**src/rtl/lp_pkg.sv**
```systemverilog
// lp_pkg: types and defaults shared by the lp lowpass stage and its
// downstream blocks.
//   DATA_W       default sample width (two's complement)
//   N_CH / CH_W  default channel count and channel-index width
//   lp_sample_t  one interleaved sample beat as emitted by lp
//   skid_state_e occupancy of the two-entry skid buffer
package lp_pkg;

  localparam int DATA_W = 24;
  localparam int N_CH   = 2;
  localparam int CH_W   = (N_CH > 1) ? $clog2(N_CH) : 1;

  typedef struct packed {
    logic [DATA_W-1:0] data;
    logic [CH_W-1:0]   ch;
    logic              last;
  } lp_sample_t;

  typedef enum logic [1:0] {
    SKID_EMPTY = 2'd0,
    SKID_ONE   = 2'd1,
    SKID_FULL  = 2'd2
  } skid_state_e;

endpackage

```
**src/rtl/lp_skid_buf.sv**
```systemverilog
// lp_skid_buf: two-entry FIFO skid buffer, generic over the beat type.
// Ready towards the producer is a register, so consumer backpressure never
// reaches the producer combinationally.
// Ports:
//   i_clk, i_rst  clock, synchronous active-high reset
//   i_push        write a beat (only legal while o_ready is high)
//   i_data        beat to write
//   o_ready       buffer can take a beat this cycle (not FULL)
//   o_valid       o_data holds the oldest buffered beat
//   i_ready       consumer takes o_data when o_valid is high
//   o_data        oldest buffered beat, stable until popped
module lp_skid_buf
  import lp_pkg::*;
#(
  parameter type T = lp_sample_t
) (
  input  logic i_clk,
  input  logic i_rst,
  input  logic i_push,
  input  T     i_data,
  output logic o_ready,
  output logic o_valid,
  input  logic i_ready,
  output T     o_data
);

  skid_state_e state, state_nxt;
  T            ent_p1;
  logic        pop;

  assign o_valid = (state != SKID_EMPTY);
  assign pop     = o_valid && i_ready;

  always_comb begin
    state_nxt = state;
    unique case (state)
      SKID_EMPTY: if (i_push) state_nxt = SKID_ONE;
      SKID_ONE: begin
        if (i_push && !pop)      state_nxt = SKID_FULL;
        else if (pop && !i_push) state_nxt = SKID_EMPTY;
      end
      SKID_FULL: if (pop) state_nxt = SKID_ONE;
      default:   state_nxt = SKID_EMPTY;
    endcase
  end

  // Stage p0: o_data is the head entry, ent_p1 the younger entry.
  always_ff @(posedge i_clk) begin
    if (i_rst) begin
      state   <= SKID_EMPTY;
      o_ready <= 1'b0;
      o_data  <= '0;
      ent_p1  <= '0;
    end else begin
      state   <= state_nxt;
      o_ready <= (state_nxt != SKID_FULL);
      unique case (state)
        SKID_EMPTY: if (i_push) o_data <= i_data;
        SKID_ONE: begin
          // Push with pop streams straight into the head; push alone parks
          // the beat behind the head.
          if (i_push && pop) o_data <= i_data;
          else if (i_push)   ent_p1 <= i_data;
        end
        SKID_FULL: if (pop) o_data <= ent_p1;
        default: ;
      endcase
    end
  end

endmodule

```
**src/rtl/lp_decim.sv**
```systemverilog
// lp_decim: frame-synchronous decimator downstream of lp. Forwards every beat
// of one frame out of each r_decim frames and drops the rest; kept beats pass
// through a two-entry skid buffer.
// Ports:
//   i_clk, i_rst                          clock, synchronous active-high reset
//   i_s_valid/o_s_ready                   upstream handshake
//   i_s_data/i_s_ch/i_s_last              upstream sample, channel, frame end
//   i_decim                               requested ratio (0->1, >MAX clamps)
//   o_m_valid/i_m_ready                   downstream handshake
//   o_m_data/o_m_ch/o_m_last              forwarded sample, channel, frame end
//   o_err                                 sticky framing error
module lp_decim #(
  parameter  int DATA_W    = lp_pkg::DATA_W,
  parameter  int N_CH      = 2,
  parameter  int MAX_DECIM = 16,
  localparam int CH_W      = (N_CH > 1) ? $clog2(N_CH) : 1,
  localparam int DECIM_W   = $clog2(MAX_DECIM + 1)
) (
  input  logic                i_clk,
  input  logic                i_rst,
  input  logic                i_s_valid,
  output logic                o_s_ready,
  input  logic [DATA_W-1:0]   i_s_data,
  input  logic [CH_W-1:0]     i_s_ch,
  input  logic                i_s_last,
  input  logic [DECIM_W-1:0]  i_decim,
  output logic                o_m_valid,
  input  logic                i_m_ready,
  output logic [DATA_W-1:0]   o_m_data,
  output logic [CH_W-1:0]     o_m_ch,
  output logic                o_m_last,
  output logic                o_err
);

  import lp_pkg::*;

  // Same layout as lp_sample_t, sized by this instance's parameters.
  typedef struct packed {
    logic [DATA_W-1:0] data;
    logic [CH_W-1:0]   ch;
    logic              last;
  } sample_t;

  localparam logic [CH_W-1:0]    LAST_CH = CH_W'(N_CH - 1);
  localparam logic [DECIM_W-1:0] ONE_D   = DECIM_W'(1);
  localparam logic [DECIM_W-1:0] MAX_D   = DECIM_W'(MAX_DECIM);

  function automatic logic [DECIM_W-1:0] sanitize(input logic [DECIM_W-1:0] d);
    if (d == '0)         return ONE_D;
    else if (d > MAX_D)  return MAX_D;
    else                 return d;
  endfunction

  logic [DECIM_W-1:0] phase;
  logic [DECIM_W-1:0] r_decim;
  logic               accept;
  logic               keep;
  logic               frame_bad;
  sample_t            s_beat;
  sample_t            m_beat;

  assign accept    = i_s_valid && o_s_ready;
  assign keep      = (phase == '0);
  // The last flag and the channel index must agree on where the frame ends.
  assign frame_bad = i_s_last ? (i_s_ch != LAST_CH) : (i_s_ch == LAST_CH);
  assign s_beat    = '{data: i_s_data, ch: i_s_ch, last: i_s_last};

  // Stage p0: frame phase, ratio latch and framing check on accepted beats.
  always_ff @(posedge i_clk) begin
    if (i_rst) begin
      phase   <= '0;
      r_decim <= sanitize(i_decim);
      o_err   <= 1'b0;
    end else if (accept) begin
      if (frame_bad) o_err <= 1'b1;
      if (i_s_last) begin
        // The ratio only changes at a wrap, so a frame never straddles two ratios.
        if (phase == r_decim - ONE_D) begin
          phase   <= '0;
          r_decim <= sanitize(i_decim);
        end else begin
          phase <= phase + ONE_D;
        end
      end
    end
  end

  // Stage p1: kept beats enter the skid buffer; dropped beats are simply accepted.
  lp_skid_buf #(
    .T (sample_t)
  ) u_skid (
    .i_clk   (i_clk),
    .i_rst   (i_rst),
    .i_push  (accept && keep),
    .i_data  (s_beat),
    .o_ready (o_s_ready),
    .o_valid (o_m_valid),
    .i_ready (i_m_ready),
    .o_data  (m_beat)
  );

  assign o_m_data = m_beat.data;
  assign o_m_ch   = m_beat.ch;
  assign o_m_last = m_beat.last;

endmodule

```
**config.mk**
```make
export PLATFORM = sky130hd
export DESIGN_NAME = lp_decim
export DESIGN_NICKNAME = d
export VERILOG_FILES = /design/src/rtl/lp_pkg.sv /design/src/rtl/lp_skid_buf.sv /design/src/rtl/lp_decim.sv
export SDC_FILE = /design/constraint.sdc
export NUM_CORES = 1
export LEC_CHECK = 0
export BUFFER_PORTS_ARGS = -buffer_cell sky130_fd_sc_hd__buf_2
export CAP_MARGIN = 0
export CORE_MARGIN = 2
export CORE_UTILIZATION = 57
export DETAILED_ROUTE_END_ITERATION = 10
export PLACE_DENSITY = 0.87
export SYNTH_ARGS = -nofsm -noshare
export SYNTH_HDL_FRONTEND = slang
export SYNTH_SLANG_ARGS = --single-unit
```
**constraint.sdc**
```tcl
create_clock -name i_clk -period 4.7 [get_ports i_clk]
set_clock_uncertainty 0.1 [all_clocks]
set_input_delay 0.705 -clock i_clk [delete_from_list [all_inputs] [get_ports i_clk]]
set_output_delay 0.705 -clock i_clk [all_outputs]
set_load 0.03 [all_outputs]
```
# Word-level counts from Yosys, hierarchy flattened
# Index checks and enable logic that the tools add are counted.
[word_totals]
in_bits = 35
output_inout_bits = 29
regBits = 66
[classes]
bitwise = 2
muxes = 17
addsub = 2
n_eq_ne = 7
magnitude_cmp = 1
n_reduce_logical = 21
[op_table]
columns = ["operator", "n"]
rows = [
  ["26-bit two-way mux", 3],
  ["26-bit case mux with 3 select lines", 1],
  ["5-bit two-way mux", 7],
  ["5-bit zero test", 2],
  ["2-bit two-way mux", 4],
  ["2-bit nonzero test", 4],
  ["1-bit logical AND", 6],
  ["2-bit by 1-bit != test with 1-bit output (second input constant)", 3],
  ["2-bit case mux with 3 select lines", 1],
  ["3-bit AND reduction", 2],
  ["5-bit by 1-bit adder with 5-bit output (second input constant)", 1],
  ["5-bit == test", 1],
  ["5-bit > comparator (second input constant)", 1],
  ["5-bit by 1-bit subtractor with 5-bit output (second input constant)", 1],
  ["2-bit AND reduction", 2],
  ["4-bit AND reduction", 1],
  ["3-bit nonzero test", 1],
  ["2-bit by 1-bit == test with 1-bit output (second input constant)", 1],
  ["2-bit == test (second input constant)", 1],
  ["1-bit zero test", 2],
  ["2-bit zero test", 1],
  ["2-bit != test (second input constant)", 1],
  ["1-bit inverter", 2],
  ["1-bit two-way mux", 1],
]

# Logic depth before layout (Yosys ltp)
[depth]
word_depth = 8
depth_mapped = 8

# Hierarchy
# A second synthesis with hierarchy kept.
[hier_totals]
hier_cells = 322
area_unflattened_um2 = 3116.7
[modules_own_cells]
columns = ["module", "cells_per_inst", "area_per_inst_um2", "n_inst"]
rows = [
  ["lp_skid_buf", 256, 2454.9, 1],
  ["lp_decim", 66, 661.9, 1],
]

# Least setup slack after synthesis
# OpenSTA, ideal clock, no wires.
[synth_path]
path_type = "input -> register"
start = "in i_decim[0]"
end = "reg r_decim[1], data pin"
path_slack_ns = 2.668
t_required_ns = 4.345
path_stages = 4
arrival_time_ns = 1.677
setup_time_ns = 0.255
cell_sequence = "or4_1 -> inv_1 -> ha_1 -> and2_1"
[synth_via]
elab_chain_cells = 7
elab_cells_between_ends = 8
[synth_lines]
columns = ["element", "line", "rtl"]
rows = [
  ["start: declaration", "lp_decim.sv:26", "input logic [DECIM_W-1:0] i_decim,"],
  ["5-bit > comparator", "lp_decim.sv:50", "else if (d > MAX_D) return MAX_D;"],
  ["5-bit two-way mux", "lp_decim.sv:50", ""],
  ["5-bit two-way mux *", "lp_decim.sv:49", "if (d == '0) return ONE_D;"],
  ["5-bit two-way mux", "lp_decim.sv:78", "if (phase == r_decim - ONE_D) begin"],
  ["5-bit two-way mux", "lp_decim.sv:76", "if (i_s_last) begin"],
  ["5-bit two-way mux", "lp_decim.sv:74", "end else if (accept) begin"],
  ["5-bit two-way mux *", "lp_decim.sv:70", "if (i_rst) begin"],
  ["end signal: assignment", "lp_decim.sv:72", "r_decim <= sanitize(i_decim);"],
  ["end signal: assignment", "lp_decim.sv:80", "r_decim <= sanitize(i_decim);"],
  ["end: declaration", "lp_decim.sv:55", "logic [DECIM_W-1:0] r_decim;"],
]
# Every way passes the cells marked *; elsewhere a longest branch is shown, timed or not. The select of a mux whose other input is x is not followed.
# A chain may end at the register's enable or synchronous reset.

# Worst setup path in the final report
[layout_path]
start = "reg phase[1]"
end = "reg u_skid.ent_p1[25] in the netlist's numbering"
[layout_via]
elab_chain_cells = 5
[layout_lines]
columns = ["element", "line", "rtl"]
rows = [
  ["start: declaration", "lp_decim.sv:54", "logic [DECIM_W-1:0] phase;"],
  ["start signal: assignment", "lp_decim.sv:82", "phase <= phase + ONE_D;"],
  ["5-bit zero test *", "lp_decim.sv:63", "assign keep = (phase == '0);"],
  ["1-bit logical AND *", "lp_decim.sv:94", ".i_push (accept && keep),"],
  ["1-bit logical AND", "lp_skid_buf.sv:62", "if (i_push && pop) o_data <= i_data;"],
  ["1-bit inverter (no line)", "n/a", ""],
  ["3-bit AND reduction (no line) *", "n/a", ""],
  ["end signal: assignment", "lp_skid_buf.sv:63", "else if (i_push) ent_p1 <= i_data;"],
  ["end: declaration", "lp_skid_buf.sv:28", "T ent_p1;"],
]
# Every way passes the cells marked *; elsewhere a longest branch is shown, timed or not.

==> flow_summary.yaml <==
layout:
  layout-drive-gt1-share: 0.3200
  diodes: 0
  area_delta_synth_final_pct: 17.42
  fin_nets: 385
clocking:
  clkLatencyLatePin_ns: 0.33
  cts_tree: "built"
  numCtsBuffers: 9
  cts_sinks: 66
  root_buffer: "clkbuf_8"
  post_cts_resized: 0
  clk_pin_slew_ns: 0.07
  cts_setup_buffers: 0
  htreeDepth: 3
  hold_buffers: 0
  clk_path_buf_depth: 2
timing:
  fin_crit_sh: 0.5984
  setup_slack_ns: 1.888
  drv_slew: 0
  rsz0062_at_grt: "no"
  worst_pin_slew_ns: 1.013
  fin_setup_tns_ns: 0
  slew_headroom: 0.3199
  setup_viol: 0
  fin_crit_ns: 2.812
  fmax_ghz: 0.3556
  hold_violations: 0
global_routing:
  antenna_found_initial: 0
  grt_usage: 0.2138
  grt_start_max_net_pins: 59
  first_global_vias: 2047
  grt-ovfl-total: 0
  grt_pass1_wl_um: 9052
pwr:
  peakVddDrop_uv: 248.8
  p_per_area_mw_per_mm2: 389.5
  p_leak_nw: 1.509
logic_synthesis:
  synth-edff-count: 5
  yosysMostFrequentCell: "nor2_1"
  netlist_top_cells_count: "86 x nor2_1, 61 x dfxtp_1, 27 x mux2i_1, 26 x o221a_2, 9 x clkbuf_1"
  syn_nets: 325
  yosysWarnings: 0
  synth.top_cell.area_share: 0.4283
  syn_area_mm2: 0.002851
  async_flop_share: 0
  ys_types: 37
  ys_seq_elements: 66
  ys_seq_area_frac: 0.4809
  avgSynthCellArea_um2: 10.01
  ys.flop_type: "dfxtp_1"
  synth_area_leaders: "dfxtp_1 43%, nor2_1 11%, o221a_2 10%, mux2i_1 9.5%, edfxtp_1 5.3%"
  syn_inst: 285
  yosysTopAreaCell: "dfxtp_1"
die:
  core_mm2: 0.004786
  dieArea_mm2: 0.005585
  num_io_pins: 64
  dieHeight_um: 74.73
  fp.dieW_um: 74.73
  fp-row-count: 25
  start_util: 0.5958
flow_run:
  cap_violations: 0
setup_path:
  crit_path_top_delay_cell: "nor4_4"
  cp-start-kind: "register"
  slowest_delay_ns: 0.78
  crit_end: "u_skid.ent_p1[25]$_SDFFE_PP0P_"
  regToRegSetupSlack_ns: 1.89
  crit_required_ns: 4.79
  cp-end-kind: "register"
  worst_r2r_endpoint: "u_skid.ent_p1[25]$_SDFFE_PP0P_"
  path_cells: "inv_1 > ha_1 > or4b_4 > nor4_4 > buf_4 > mux2i_1 > nor2_1"
  startpoint: "phase[1]$_SDFFE_PP0P_"
  critical_path_class: "reg -> reg"
  crit_arrival_ns: 2.90
  r2r-start: "phase[1]$_SDFFE_PP0P_"
  rr_worst_depth: 7
  critPathMaxFanout: 14
placed_design:
  port_buffers: 63
  place_ws_ns: 1.748
  place_congestion: 0.7682
  dpl.hpwl_um: 3837
min_path:
  hold_path.class: "reg -> reg"
drt:
  wirelength_um: 5662
  drtIter0Drc: 128
  viasPerCell: 5.374
  dr.pass1.iters: 4
  vias: 2241
  drc: 0
  final_antenna_net_count: 0
  drt-wirelength-per-cell_um: 13.58
outcome:
  status: "finished clean"
-- flip-flops by register name, indices dropped and copies added, names as in the netlist --
| register | cells |
|---|---|
| u_skid.ent_p1 | 26 |
| u_skid.o_data | 26 |
| phase | 5 |
| r_decim | 5 |
| u_skid.state | 2 |
| o_err | 1 |
| u_skid.o_ready | 1 |
-- critical path: cells and delay by family (launching register included) --
kind / cells / cell delay, ns
flops: 1 / 0.35
buf+inv: 2 / 0.50
mux: 1 / 0.25
simple gates: 3 / 1.32
fa+ha+maj: 1 / 0.15
-- report_power, final --
part / total, mW / internal (mW) / leakage, nW / switching, mW
Combinational: 0.201 / 0.0776 / 0.862 / 0.123
Clock: 0.482 / 0.274 / 0.103 / 0.209
Sequential: 0.621 / 0.600 / 0.545 / 0.0208
Total: 1.30 / 0.952 / 1.51 / 0.352
-- metal layers --
metal,routed length (um),up-vias,GRT usage
li1,-,1117,-
met1,2472,1050,0.2610
met2,2745,64,0.3530
met3,332,10,0.05355
met4,111,0,0.1052
met5,0,-,0
-- layout by cell type (no fill, tap or decap), drive strengths merged --
cell,instances
inv,7
clkbuf,12
and4,1
mux2i,27
clkinvlp,1
nor2,86
bufinv,1
xnor2,3
and4b,1
buf,66
nor4,1
or2,1
dfxtp,61
a31oi,4
nor3b,1
or4,1
nor2b,2
nor3,3
or2b,1
nand2,3
and3,1
o221a,26
o211a,1
nand4b,1
or4b,1
a41o,1
clkinv,1
xor2,8
a21o,1
nand4,1
nand3,1
edfxtp,5
a21oi,6
ha,5
nand3b,2
and2,4
o21ai,1
or3,1
-- stage by stage --
stage | instances | hold slack [ns] | power, mW | utilization | area [um2]
after global routing | 417 | 0.4241 | 1.361 | 0.6996 | 3348
after CTS | 417 | 0.3993 | 1.315 | 0.6996 | 3348
after global placement | 401 | 0.3721 | 0.8297 | 0.6570 | 3144
final | 417 | 0.3977 | 1.304 | 0.6996 | 3348
after detailed placement | 401 | 0.3814 | 0.8346 | 0.6570 | 3144
after floorplan | 285 | 0.3611 | 0.7747 | - | 2851
-- logic make-up after synthesis --
family | Yosys count | share of synthesized area
AO/OA/AOI/OAI | 40 | 0.1334
XOR/XNOR | 11 | 0.03379
adder cells (fa/ha/maj) | 5 | 0.02194
buffers and inverters | 23 | 0.05309
flip-flops | 66 | 0.4809
multiplexers | 27 | 0.09478
AND/OR/NAND/NOR | 113 | 0.1821
-- how the worst min path moves through the flow --
stage | startpoint | to | cells after the start
2_1_floorplan | u_skid.ent_p1[23]$_SDFFE_PP0P_ | u_skid.ent_p1[23]$_SDFFE_PP0P_ | 2
3_3_place_gp | u_skid.ent_p1[16]$_SDFFE_PP0P_ | u_skid.ent_p1[16]$_SDFFE_PP0P_ | 2
3_5_place_dp | u_skid.ent_p1[9]$_SDFFE_PP0P_ | u_skid.ent_p1[9]$_SDFFE_PP0P_ | 2
4_1_cts | u_skid.ent_p1[9]$_SDFFE_PP0P_ | u_skid.ent_p1[9]$_SDFFE_PP0P_ | 2
5_1_grt | u_skid.ent_p1[14]$_SDFFE_PP0P_ | u_skid.ent_p1[14]$_SDFFE_PP0P_ | 2
6_report | u_skid.ent_p1[9]$_SDFFE_PP0P_ | u_skid.ent_p1[9]$_SDFFE_PP0P_ | 2
-- area by class of cell --
class	count	area [um2]
sequential	66	1371
fill	364	1438
inverter	6	22.52
tap	67	83.83
clock inverter	4	48.80
multi-input combinational	196	1329
clock buffer	12	155.1
timing repair buffer	66	337.8
No activity file was read; power rests on OpenSTA's default activity.
